`config.mk`:
```
export PLATFORM = sky130hd
export DESIGN_NAME = hazard_stall_ctrl_flat
export DESIGN_NICKNAME = d
export VERILOG_FILES = /design/src/rtl/hazard_stall_ctrl_if.sv /design/src/rtl/hazard_stall_ctrl.sv /design/src/flat_wrapper.sv
export SDC_FILE = /design/constraint.sdc
export NUM_CORES = 1
export LEC_CHECK = 0
export BUFFER_PORTS_ARGS = -buffer_cell sky130_fd_sc_hd__buf_2
export CORE_MARGIN = 2
export CORE_UTILIZATION = 47
export DETAILED_ROUTE_END_ITERATION = 10
export GPL_TIMING_DRIVEN = 0
export PLACE_DENSITY = 0.77
export SETUP_SLACK_MARGIN = 0.3
export SKIP_CTS_REPAIR_TIMING = 1
export SYNTH_ARGS = -nofsm -noshare
export SYNTH_HDL_FRONTEND = slang
export SYNTH_SLANG_ARGS = --single-unit
```
`constraint.sdc`:
```
create_clock -name clk -period 3.64 [get_ports clk]
set_input_delay 0.728 -clock clk [delete_from_list [all_inputs] [get_ports clk]]
set_output_delay 0.728 -clock clk [all_outputs]
set_load 0.03 [all_outputs]
```
`src/rtl/hazard_stall_ctrl_if.sv`:
```
// hazard_stall_ctrl_if
//   Bundles the pipeline-side hazard inputs and the stall/flush controls
//   exchanged between the OTTER datapath and hazard_stall_ctrl.
//   master : datapath side (drives ID/EX hazard info, receives controls)
//   slave  : controller side
//   Signals:
//     id_rs1, id_rs2        source registers of the instruction in ID
//     id_rs1_used/rs2_used  ID instruction actually reads that source
//     ex_rd                 destination register of the instruction in EX
//     ex_mem_read           EX instruction is a load
//     ex_regwrite           EX instruction writes ex_rd
//     ex_branch_taken       EX instruction redirects the PC this cycle
//     dmem_busy             data memory not ready, whole pipe must hold
//     pc_we, if_id_we       PC and IF/ID write enables
//     if_id_flush           load bubble into IF/ID
//     id_ex_flush           load bubble into ID/EX
//     pipe_hold             hold ID/EX, EX/MEM, MEM/WB
//     ld_haz                forward load data from MEM/WB into EX
//     stall_count           saturating count of cycles with pc_we low
interface hazard_stall_ctrl_if #(
  parameter int CNT_W = 16
);
  logic [4:0]       id_rs1;
  logic [4:0]       id_rs2;
  logic             id_rs1_used;
  logic             id_rs2_used;
  logic [4:0]       ex_rd;
  logic             ex_mem_read;
  logic             ex_regwrite;
  logic             ex_branch_taken;
  logic             dmem_busy;
  logic             pc_we;
  logic             if_id_we;
  logic             if_id_flush;
  logic             id_ex_flush;
  logic             pipe_hold;
  logic             ld_haz;
  logic [CNT_W-1:0] stall_count;

  modport master (
    output id_rs1, id_rs2, id_rs1_used, id_rs2_used, ex_rd,
           ex_mem_read, ex_regwrite, ex_branch_taken, dmem_busy,
    input  pc_we, if_id_we, if_id_flush, id_ex_flush, pipe_hold,
           ld_haz, stall_count
  );

  modport slave (
    input  id_rs1, id_rs2, id_rs1_used, id_rs2_used, ex_rd,
           ex_mem_read, ex_regwrite, ex_branch_taken, dmem_busy,
    output pc_we, if_id_we, if_id_flush, id_ex_flush, pipe_hold,
           ld_haz, stall_count
  );
endinterface

```
`src/rtl/hazard_stall_ctrl.sv`:
```
// hazard_stall_ctrl
//   Pipeline control for the 5-stage OTTER: load-use stall (ID vs EX),
//   wrong-path squash on taken branches resolved in EX, and a full-pipe
//   freeze while data memory is busy.
//   Ports:
//     clk    rising-edge clock
//     rst_n  asynchronous active-low reset
//     bus    hazard_stall_ctrl_if.slave (hazard inputs, stall/flush outputs)
//   Parameters:
//     FLUSH_CYCLES  cycles if_id_flush stays high after a taken branch (>=1)
//     CNT_W         width of the stall_count performance counter
//
//   state | meaning
//   RUN   | normal issue; taken branch and load-use stall decoded here
//   FLUSH | post-branch IF/ID squash while IMEM refetches; EX holds bubbles
module hazard_stall_ctrl #(
  parameter int FLUSH_CYCLES = 2,
  parameter int CNT_W        = 16
) (
  input  logic                clk,
  input  logic                rst_n,
  hazard_stall_ctrl_if.slave  bus
);

  localparam int            FW         = $clog2(FLUSH_CYCLES + 1);
  localparam logic [FW-1:0] FLUSH_INIT = FW'(FLUSH_CYCLES - 1);

  typedef enum logic {
    RUN   = 1'b0,
    FLUSH = 1'b1
  } state_t;

  state_t           state_q, state_d;
  logic [FW-1:0]    fcnt_q, fcnt_d;
  logic [1:0]       ld_q, ld_d;
  logic [CNT_W-1:0] stall_cnt_q;

  logic luh;
  logic pc_we;
  logic if_id_we;
  logic if_id_flush;
  logic id_ex_flush;
  logic pipe_hold;

  assign luh = bus.ex_mem_read && bus.ex_regwrite && (bus.ex_rd != 5'd0) &&
               ((bus.id_rs1_used && (bus.id_rs1 == bus.ex_rd)) ||
                (bus.id_rs2_used && (bus.id_rs2 == bus.ex_rd)));

  always_comb begin
    state_d     = state_q;
    fcnt_d      = fcnt_q;
    ld_d        = ld_q;
    pc_we       = 1'b1;
    if_id_we    = 1'b1;
    if_id_flush = 1'b0;
    id_ex_flush = 1'b0;
    pipe_hold   = 1'b0;

    if (bus.dmem_busy) begin
      // Everything freezes; branch/luh are re-evaluated once busy drops.
      pipe_hold = 1'b1;
      pc_we     = 1'b0;
      if_id_we  = 1'b0;
    end else begin
      // Bit0 defaults to 0, which also squashes it on a taken branch.
      ld_d = {ld_q[0], 1'b0};
      case (state_q)
        RUN: begin
          if (bus.ex_branch_taken) begin
            if_id_flush = 1'b1;
            id_ex_flush = 1'b1;
            if (FLUSH_CYCLES > 1) begin
              state_d = FLUSH;
              fcnt_d  = FLUSH_INIT;
            end
          end else if (luh) begin
            pc_we       = 1'b0;
            if_id_we    = 1'b0;
            id_ex_flush = 1'b1;
            ld_d[0]     = 1'b1;
          end
        end
        FLUSH: begin
          if_id_flush = 1'b1;
          fcnt_d      = fcnt_q - FW'(1);
          if (fcnt_q == FW'(1)) state_d = RUN;
        end
        default: state_d = RUN;
      endcase
    end
  end

  always_ff @(posedge clk or negedge rst_n) begin
    if (!rst_n) begin
      state_q     <= RUN;
      fcnt_q      <= '0;
      ld_q        <= '0;
      stall_cnt_q <= '0;
    end else begin
      state_q <= state_d;
      fcnt_q  <= fcnt_d;
      ld_q    <= ld_d;
      if (!pc_we && (stall_cnt_q != {CNT_W{1'b1}}))
        stall_cnt_q <= stall_cnt_q + CNT_W'(1);
    end
  end

  // Reset forces a safe bubble-everything output pattern without waiting for a clock.
  assign bus.pc_we       = rst_n & pc_we;
  assign bus.if_id_we    = rst_n & if_id_we;
  assign bus.if_id_flush = ~rst_n | if_id_flush;
  assign bus.id_ex_flush = ~rst_n | id_ex_flush;
  assign bus.pipe_hold   = rst_n & pipe_hold;
  assign bus.ld_haz      = ld_q[1];
  assign bus.stall_count = stall_cnt_q;

endmodule
```
`src/flat_wrapper.sv`:
```
// flat-port wrapper written by rule: the top's interface ports become plain ports
module hazard_stall_ctrl_flat 
#(
  parameter int FLUSH_CYCLES = 2,
  parameter int CNT_W        = 16
)
  (clk, rst_n, bus_id_rs1, bus_id_rs2, bus_id_rs1_used, bus_id_rs2_used, bus_ex_rd, bus_ex_mem_read, bus_ex_regwrite, bus_ex_branch_taken, bus_dmem_busy, bus_pc_we, bus_if_id_we, bus_if_id_flush, bus_id_ex_flush, bus_pipe_hold, bus_ld_haz, bus_stall_count);
  hazard_stall_ctrl_if #(.CNT_W(CNT_W)) bus_i ();
  input  logic clk;
  input  logic rst_n;
  input wire logic [$bits(bus_i.id_rs1)-1:0] bus_id_rs1;
  input wire logic [$bits(bus_i.id_rs2)-1:0] bus_id_rs2;
  input wire logic [$bits(bus_i.id_rs1_used)-1:0] bus_id_rs1_used;
  input wire logic [$bits(bus_i.id_rs2_used)-1:0] bus_id_rs2_used;
  input wire logic [$bits(bus_i.ex_rd)-1:0] bus_ex_rd;
  input wire logic [$bits(bus_i.ex_mem_read)-1:0] bus_ex_mem_read;
  input wire logic [$bits(bus_i.ex_regwrite)-1:0] bus_ex_regwrite;
  input wire logic [$bits(bus_i.ex_branch_taken)-1:0] bus_ex_branch_taken;
  input wire logic [$bits(bus_i.dmem_busy)-1:0] bus_dmem_busy;
  output wire logic [$bits(bus_i.pc_we)-1:0] bus_pc_we;
  output wire logic [$bits(bus_i.if_id_we)-1:0] bus_if_id_we;
  output wire logic [$bits(bus_i.if_id_flush)-1:0] bus_if_id_flush;
  output wire logic [$bits(bus_i.id_ex_flush)-1:0] bus_id_ex_flush;
  output wire logic [$bits(bus_i.pipe_hold)-1:0] bus_pipe_hold;
  output wire logic [$bits(bus_i.ld_haz)-1:0] bus_ld_haz;
  output wire logic [$bits(bus_i.stall_count)-1:0] bus_stall_count;
  assign bus_i.id_rs1 = bus_id_rs1;
  assign bus_i.id_rs2 = bus_id_rs2;
  assign bus_i.id_rs1_used = bus_id_rs1_used;
  assign bus_i.id_rs2_used = bus_id_rs2_used;
  assign bus_i.ex_rd = bus_ex_rd;
  assign bus_i.ex_mem_read = bus_ex_mem_read;
  assign bus_i.ex_regwrite = bus_ex_regwrite;
  assign bus_i.ex_branch_taken = bus_ex_branch_taken;
  assign bus_i.dmem_busy = bus_dmem_busy;
  assign bus_pc_we = bus_i.pc_we;
  assign bus_if_id_we = bus_i.if_id_we;
  assign bus_if_id_flush = bus_i.if_id_flush;
  assign bus_id_ex_flush = bus_i.id_ex_flush;
  assign bus_pipe_hold = bus_i.pipe_hold;
  assign bus_ld_haz = bus_i.ld_haz;
  assign bus_stall_count = bus_i.stall_count;
  hazard_stall_ctrl #(.FLUSH_CYCLES(FLUSH_CYCLES), .CNT_W(CNT_W)) u_core (.clk(clk), .rst_n(rst_n), .bus(bus_i));
endmodule
```
==> flow_summary.json, run 1 <==
{
  "status": "finished, final reports clean",
  "layout_commonest_cell": "buf_2",
  "startpoint_type": "input port",
  "final.min_clock_period_ns": 3.001,
  "combPwrFrac": 0.403,
  "synth_top_cell_area_share": 0.4384,
  "finalPower_mw": 0.7693,
  "ys_ff_latch": 21,
  "clockPowerShare": 0.147,
  "grtUsageTotal": 0.1611,
  "num_io_pins": 45,
  "firstDrtPassIters": 4,
  "start_util": 0.4883,
  "synthMuxAreaShare": 0.01879,
  "grt_pass1_wl_um": 3484,
  "gr-total-overflow": 0,
  "grt_max_degree": 26,
  "die_w_um": 54.50,
  "cts_made_buffers": 3,
  "tns_ns": 0,
  "yosysTopAreaCell": "dfrtp_1",
  "syn-num-nets": 139,
  "fp-row-count": 18,
  "synth_ff_type": "dfrtp_1",
  "wl_um": 2312,
  "synth_compound_area_frac": 0.09081,
  "slew-limit-headroom": 0.6587,
  "hold_ws_ns": 0.3780,
  "p_leak_nw": 0.6993,
  "ctsRootBufferMaster": "clkbuf_4",
  "synth_area_mm2": 0.001199,
  "finClkSkew_ns": 0.006559,
  "antenna_found_initial": 0,
  "crit_fanout": 3,
  "clockBufferDepth": 2,
  "vias": 1023,
  "io_buffers": 43,
  "ys_types": 33,
  "synth.avg_cell_area_um2": 10.51,
  "die_height_um": 54.50,
  "drt-vias-per-instance": 5.356,
  "drc": 0,
  "rsz0062_at_grt": "no",
  "nets": 187,
  "cap_violations": 0,
  "worstMarginPinSlew_ns": 0.5120,
  "final_cell_mix": "buf_2, xnor2_1, dfrtp_1",
  "cts.clk_slew.worst_paths_ns": 0.12,
  "postSynthCellCount": 114,
  "cp.arrival_ns": 2.27,
  "synth_area_leaders": "dfrtp_1, xnor2_1, nand3_2",
  "wl_per_cell_um": 12.10,
  "sw_frac_of_total": 0.4238,
  "clk_latency_ns": 0.30,
  "seqPwrFrac": 0.451,
  "cts_tree": "built",
  "htreeDepth": 1,
  "drtIter0Drc": 10,
  "synth_xor_area_frac": 0.1681,
  "ant_nets": 0,
  "internal_power_mw": 0.4433,
  "gp_congestion": 0.7343,
  "hpwl_um": 1828,
  "die-area_mm2": 0.002970,
  "max_freq_ghz": 0.3332,
  "post-route-period-util": 0.8245,
  "worst_hold_path_type": "in -> async",
  "yosysWarningCount": 0,
  "diodes": 0,
  "grt_pass1_vias": 860,
  "hold_violations": 0,
  "coreArea_mm2": 0.002455,
  "cp-end-kind": "output pin",
  "required_ns": 2.91,
  "syn2layout_area_growth_pct": 23.28,
  "fillers": 233,
  "layout-drive-gt1-share": 0.3727,
  "synth_top_family_by_area": "simple AND/OR/NAND/NOR gates",
  "synthSimpleGateAreaFrac": 0.2307,
  "synth_edf_count": 0,
  "synth_sequential_area_ratio": 0.4384,
  "power_density_mw_per_mm2": 520.6,
  "critical_path_class": "in -> out",
  "setup_viol": 0,
  "cts.sinks": 21,
  "irDropWorstVdd_uv": 458.3,
  "p_switching_mw": 0.3260,
  "synth_fa_ha_area_frac": 0.02088,
  "slew_viol_final": 0,
  "async_reset_ff_frac": 1.000
}
-- worst max-delay path, cell delays in order --
cell and delay [ns]:
buf_2 0.12, or4_1 0.55, o211a_1 0.24, a21oi_2 0.18, and2_1 0.17, buf_4 0.10, buf_2 0.18
-- flip-flops by register name, summed over array words and instances (netlist names) --
name	cells
u_core.bus.stall_count	16
u_core.fcnt_q	2
u_core.ld_q	2
u_core.state_q	1
-- power groups by stage --
stage	sequential (mW)	clock, mW	combinational [mW]
floorplan	0.415	0	0.150
global placement	0.347	0	0.307
detailed placement	0.352	0	0.314
CTS	0.347	0.116	0.316
global route	0.355	0.131	0.341
finish	0.347	0.113	0.310
-- synthesized netlist by cell type (2+ instances only) --
cell type   n
a21oi_1     4
and2_1      5
and3_1      4
dfrtp_1    21
ha_1        2
inv_1       3
nand2_1     8
nand3_1     2
nand3_2     7
nand4_1     6
nor2_1      7
o211a_1     2
o21ai_0     2
xnor2_1    22
-- stage by stage --
step	area, um2	setup slack, ns	util	instances
6_report	1478	0.6387	0.6019	191
5_1_grt	1478	0.5917	0.6019	191
3_5_place_dp	1451	0.6466	0.5912	187
4_1_cts	1478	0.6424	0.6019	191
2_1_floorplan	1199	0.7189	-	114
3_3_place_gp	1451	0.6616	0.5912	187
-- kinds of logic after synthesis --
| logic type | count (synthesis) |
|---|---|
| AOI/OAI and AO/OA | 15 |
| xor gates and xnor gates | 23 |
| adders and majority gates | 2 |
| buffers and inverters | 7 |
| DFF | 21 |
| muxes | 2 |
| and+or+nand+nor | 44 |
-- metal layers --
metal  routed length, um  vias up  part of all wire  track usage
met1                1018      501              0.44       0.1828
li1                    -      489                 -            -
met3                 114        0             0.049      0.03279
met5                   0        -                 0            0
met2                1179       33              0.51       0.2992
met4                   0        0                 0      0.05000
-- cell type report --
cell class	count	area (um2)	area share
inverters	3	11.26	0.007621
well taps	30	37.54	0.02540
clock buffers	4	26.28	0.01778
plain buffers	4	27.53	0.01863
repair buffers	43	215.2	0.1456
multi-input cells	86	634.4	0.4293
flip-flops and latches	21	525.5	0.3556
-- worst paths after layout --
kind,start,endpoint,slack (ns),depth (start not counted)
worst min register to register,u_core.fcnt_q[0]$_DFFE_PN0P_,u_core.fcnt_q[0]$_DFFE_PN0P_,0.48,1
max in group asynchronous,rst_n,u_core.state_q$_DFFE_PN0N_,2.91,1
worst max-delay path,bus_ex_rd[0],bus_pc_we,0.64,7
min in group clk,u_core.fcnt_q[0]$_DFFE_PN0P_,u_core.fcnt_q[0]$_DFFE_PN0P_,0.48,1
worst max register to register,u_core.bus.stall_count[5]$_DFFE_PN0P_,u_core.bus.stall_count[2]$_DFFE_PN0P_,1.69,8
worst min-delay path,rst_n,u_core.bus.stall_count[8]$_DFFE_PN0P_,0.38,1
No activity file was read; power rests on OpenSTA's default activity.
==> run 2, diff against run 1 <==
- clock period: 3.64 -> 2.8 ns (I/O delays scaled with it)
==> run 2 against run 1 <==
Die area stayed put. Flip-flop and latch count is the same. Via count fell by 2.7%. Utilization rose by 1.4 points. Wire length grew 3.8%. Critical path type unchanged.
==> flow_summary.json, run 2 (synthesized netlist as in run 1, its figures left out) <==
{
  "antenna_found_initial": 0,
  "cap_violations": 0,
  "ctsRootBufferMaster": "clkbuf_4",
  "tns_ns": 0,
  "r2r-start": "u_core.bus.stall_count[5]$_DFFE_PN0P_",
  "ant_nets": 0,
  "seqPwrFrac": 0.443,
  "wl_um": 2401,
  "drc": 0,
  "p_leak_nw": 0.7083,
  "drt-vias-per-instance": 5.182,
  "rrSetupSlack_ns": 0.84,
  "cts.sinks": 21,
  "slowest_stage": "or4_4",
  "firstDrtPassIters": 4,
  "final.min_clock_period_ns": 2.545,
  "htreeDepth": 1,
  "worstPathCellList": "buf_2 -> or4_4 -> o211a_1 -> a21oi_2 -> and2_2 -> buf_4 -> buf_6",
  "power_density_mw_per_mm2": 672.8,
  "path_buf_inv": 3,
  "place_area_mm2": 0.001458,
  "nets": 188,
  "wl_per_cell_um": 12.51,
  "worstMarginPinSlew_ns": 0.5238,
  "slew-limit-headroom": 0.6508,
  "worst_hold_path_type": "in -> async",
  "crit_fanout": 3,
  "seq_area_um2": 525.5,
  "cts.clk_slew.worst_paths_ns": 0.13,
  "start_util": 0.4883,
  "clk_latency_ns": 0.31,
  "critical_path_class": "in -> out",
  "irDropWorstVdd_uv": 500.1,
  "slowest_delay_ns": 0.53,
  "fp-row-count": 18,
  "cp-end-kind": "output pin",
  "combPwrFrac": 0.404,
  "hold_violations": 0,
  "multiInputGateArea_um2": 650.6,
  "status": "finished, final reports clean",
  "clockPowerShare": 0.153,
  "grt_pass1_vias": 950,
  "final_cell_mix": "buf_2, xnor2_1, dfrtp_1",
  "grt_max_degree": 26,
  "gp_congestion": 0.7156,
  "startpoint_type": "input port",
  "largest_register_ffs": 16,
  "setup_viol": 0,
  "die_w_um": 54.50,
  "gr-total-overflow": 0,
  "layout_commonest_cell": "buf_2",
  "grt_pass1_wl_um": 3670,
  "internal_power_mw": 0.5802,
  "rsz0062_at_grt": "yes",
  "cts_tree": "built",
  "io_buffers": 43,
  "r2r-end": "u_core.bus.stall_count[15]$_DFFE_PN0P_",
  "vias": 995,
  "num_io_pins": 45,
  "p_switching_mw": 0.4368,
  "die-area_mm2": 0.002970,
  "sw_frac_of_total": 0.4295,
  "grtUsageTotal": 0.1705,
  "fillers": 214,
  "clockBufferDepth": 2,
  "required_ns": 2.24,
  "coreArea_mm2": 0.002455,
  "drtIter0Drc": 3,
  "syn2layout_area_growth_pct": 26.10,
  "post-route-period-util": 0.9088,
  "hpwl_um": 1867,
  "slew_viol_final": 0,
  "finClkSkew_ns": 0.005800,
  "die_height_um": 54.50,
  "cp.arrival_ns": 1.98,
  "cts_made_buffers": 3,
  "max_freq_ghz": 0.3930,
  "layout-drive-gt1-share": 0.4074,
  "reg2regPathDepth": 8,
  "critical-path-top-delay-family": "simple AND/OR/NAND/NOR gates",
  "diodes": 0,
  "final_area_mm2": 0.001511
}
-- run 2: worst max-delay path by stage --
stage               depth (start not counted)    startpoint  slack [ns]        end
floorplan                                   5  bus_ex_rd[0]        0.32  bus_pc_we
global placement                            7  bus_ex_rd[0]        0.16  bus_pc_we
detailed placement                          7  bus_ex_rd[0]        0.16  bus_pc_we
CTS                                         7  bus_ex_rd[0]        0.15  bus_pc_we
global route                                7  bus_ex_rd[0]        0.22  bus_pc_we
finish                                      7  bus_ex_rd[0]        0.26  bus_pc_we
-- run 2: layout make-up --
cell class              count  area share
plain buffers               4     0.01821
inverters                   3    0.007450
clock inverters             1    0.004967
multi-input cells          86      0.4305
well taps                  30     0.02483
clock buffers               3     0.01490
repair buffers             44      0.1515
flip-flops and latches     21      0.3477
-- run 2: power by group through the flow --
stage	registers (mW)	clock network (mW)	logic [mW]
2_1_floorplan	0.540	0	0.197
3_3_place_gp	0.453	0	0.399
3_5_place_dp	0.458	0	0.411
4_1_cts	0.451	0.159	0.415
5_1_grt	0.464	0.173	0.459
6_report	0.451	0.155	0.411
-- run 2: routing by layer --
layer | track usage | vias up | wire (um)
met3 | 0.03825 | 5 | 163
li1 | - | 492 | -
met4 | 0.05000 | 0 | 29
met2 | 0.3233 | 35 | 1173
met5 | 0 | - | 0
met1 | 0.1866 | 463 | 1035
-- run 2: per-stage QoR --
stage	setup slack (ns)	hold slack, ns	utilization	std cells	power [mW]
floorplan	0.3227	0.2644	-	114	0.7369
global placement	0.1564	0.4627	0.5938	187	0.8514
detailed placement	0.1563	0.4745	0.5938	187	0.8681
CTS	0.1475	0.2112	0.6060	191	1.025
global route	0.2211	0.2206	0.6157	192	1.096
finish	0.2554	0.1981	0.6157	192	1.017
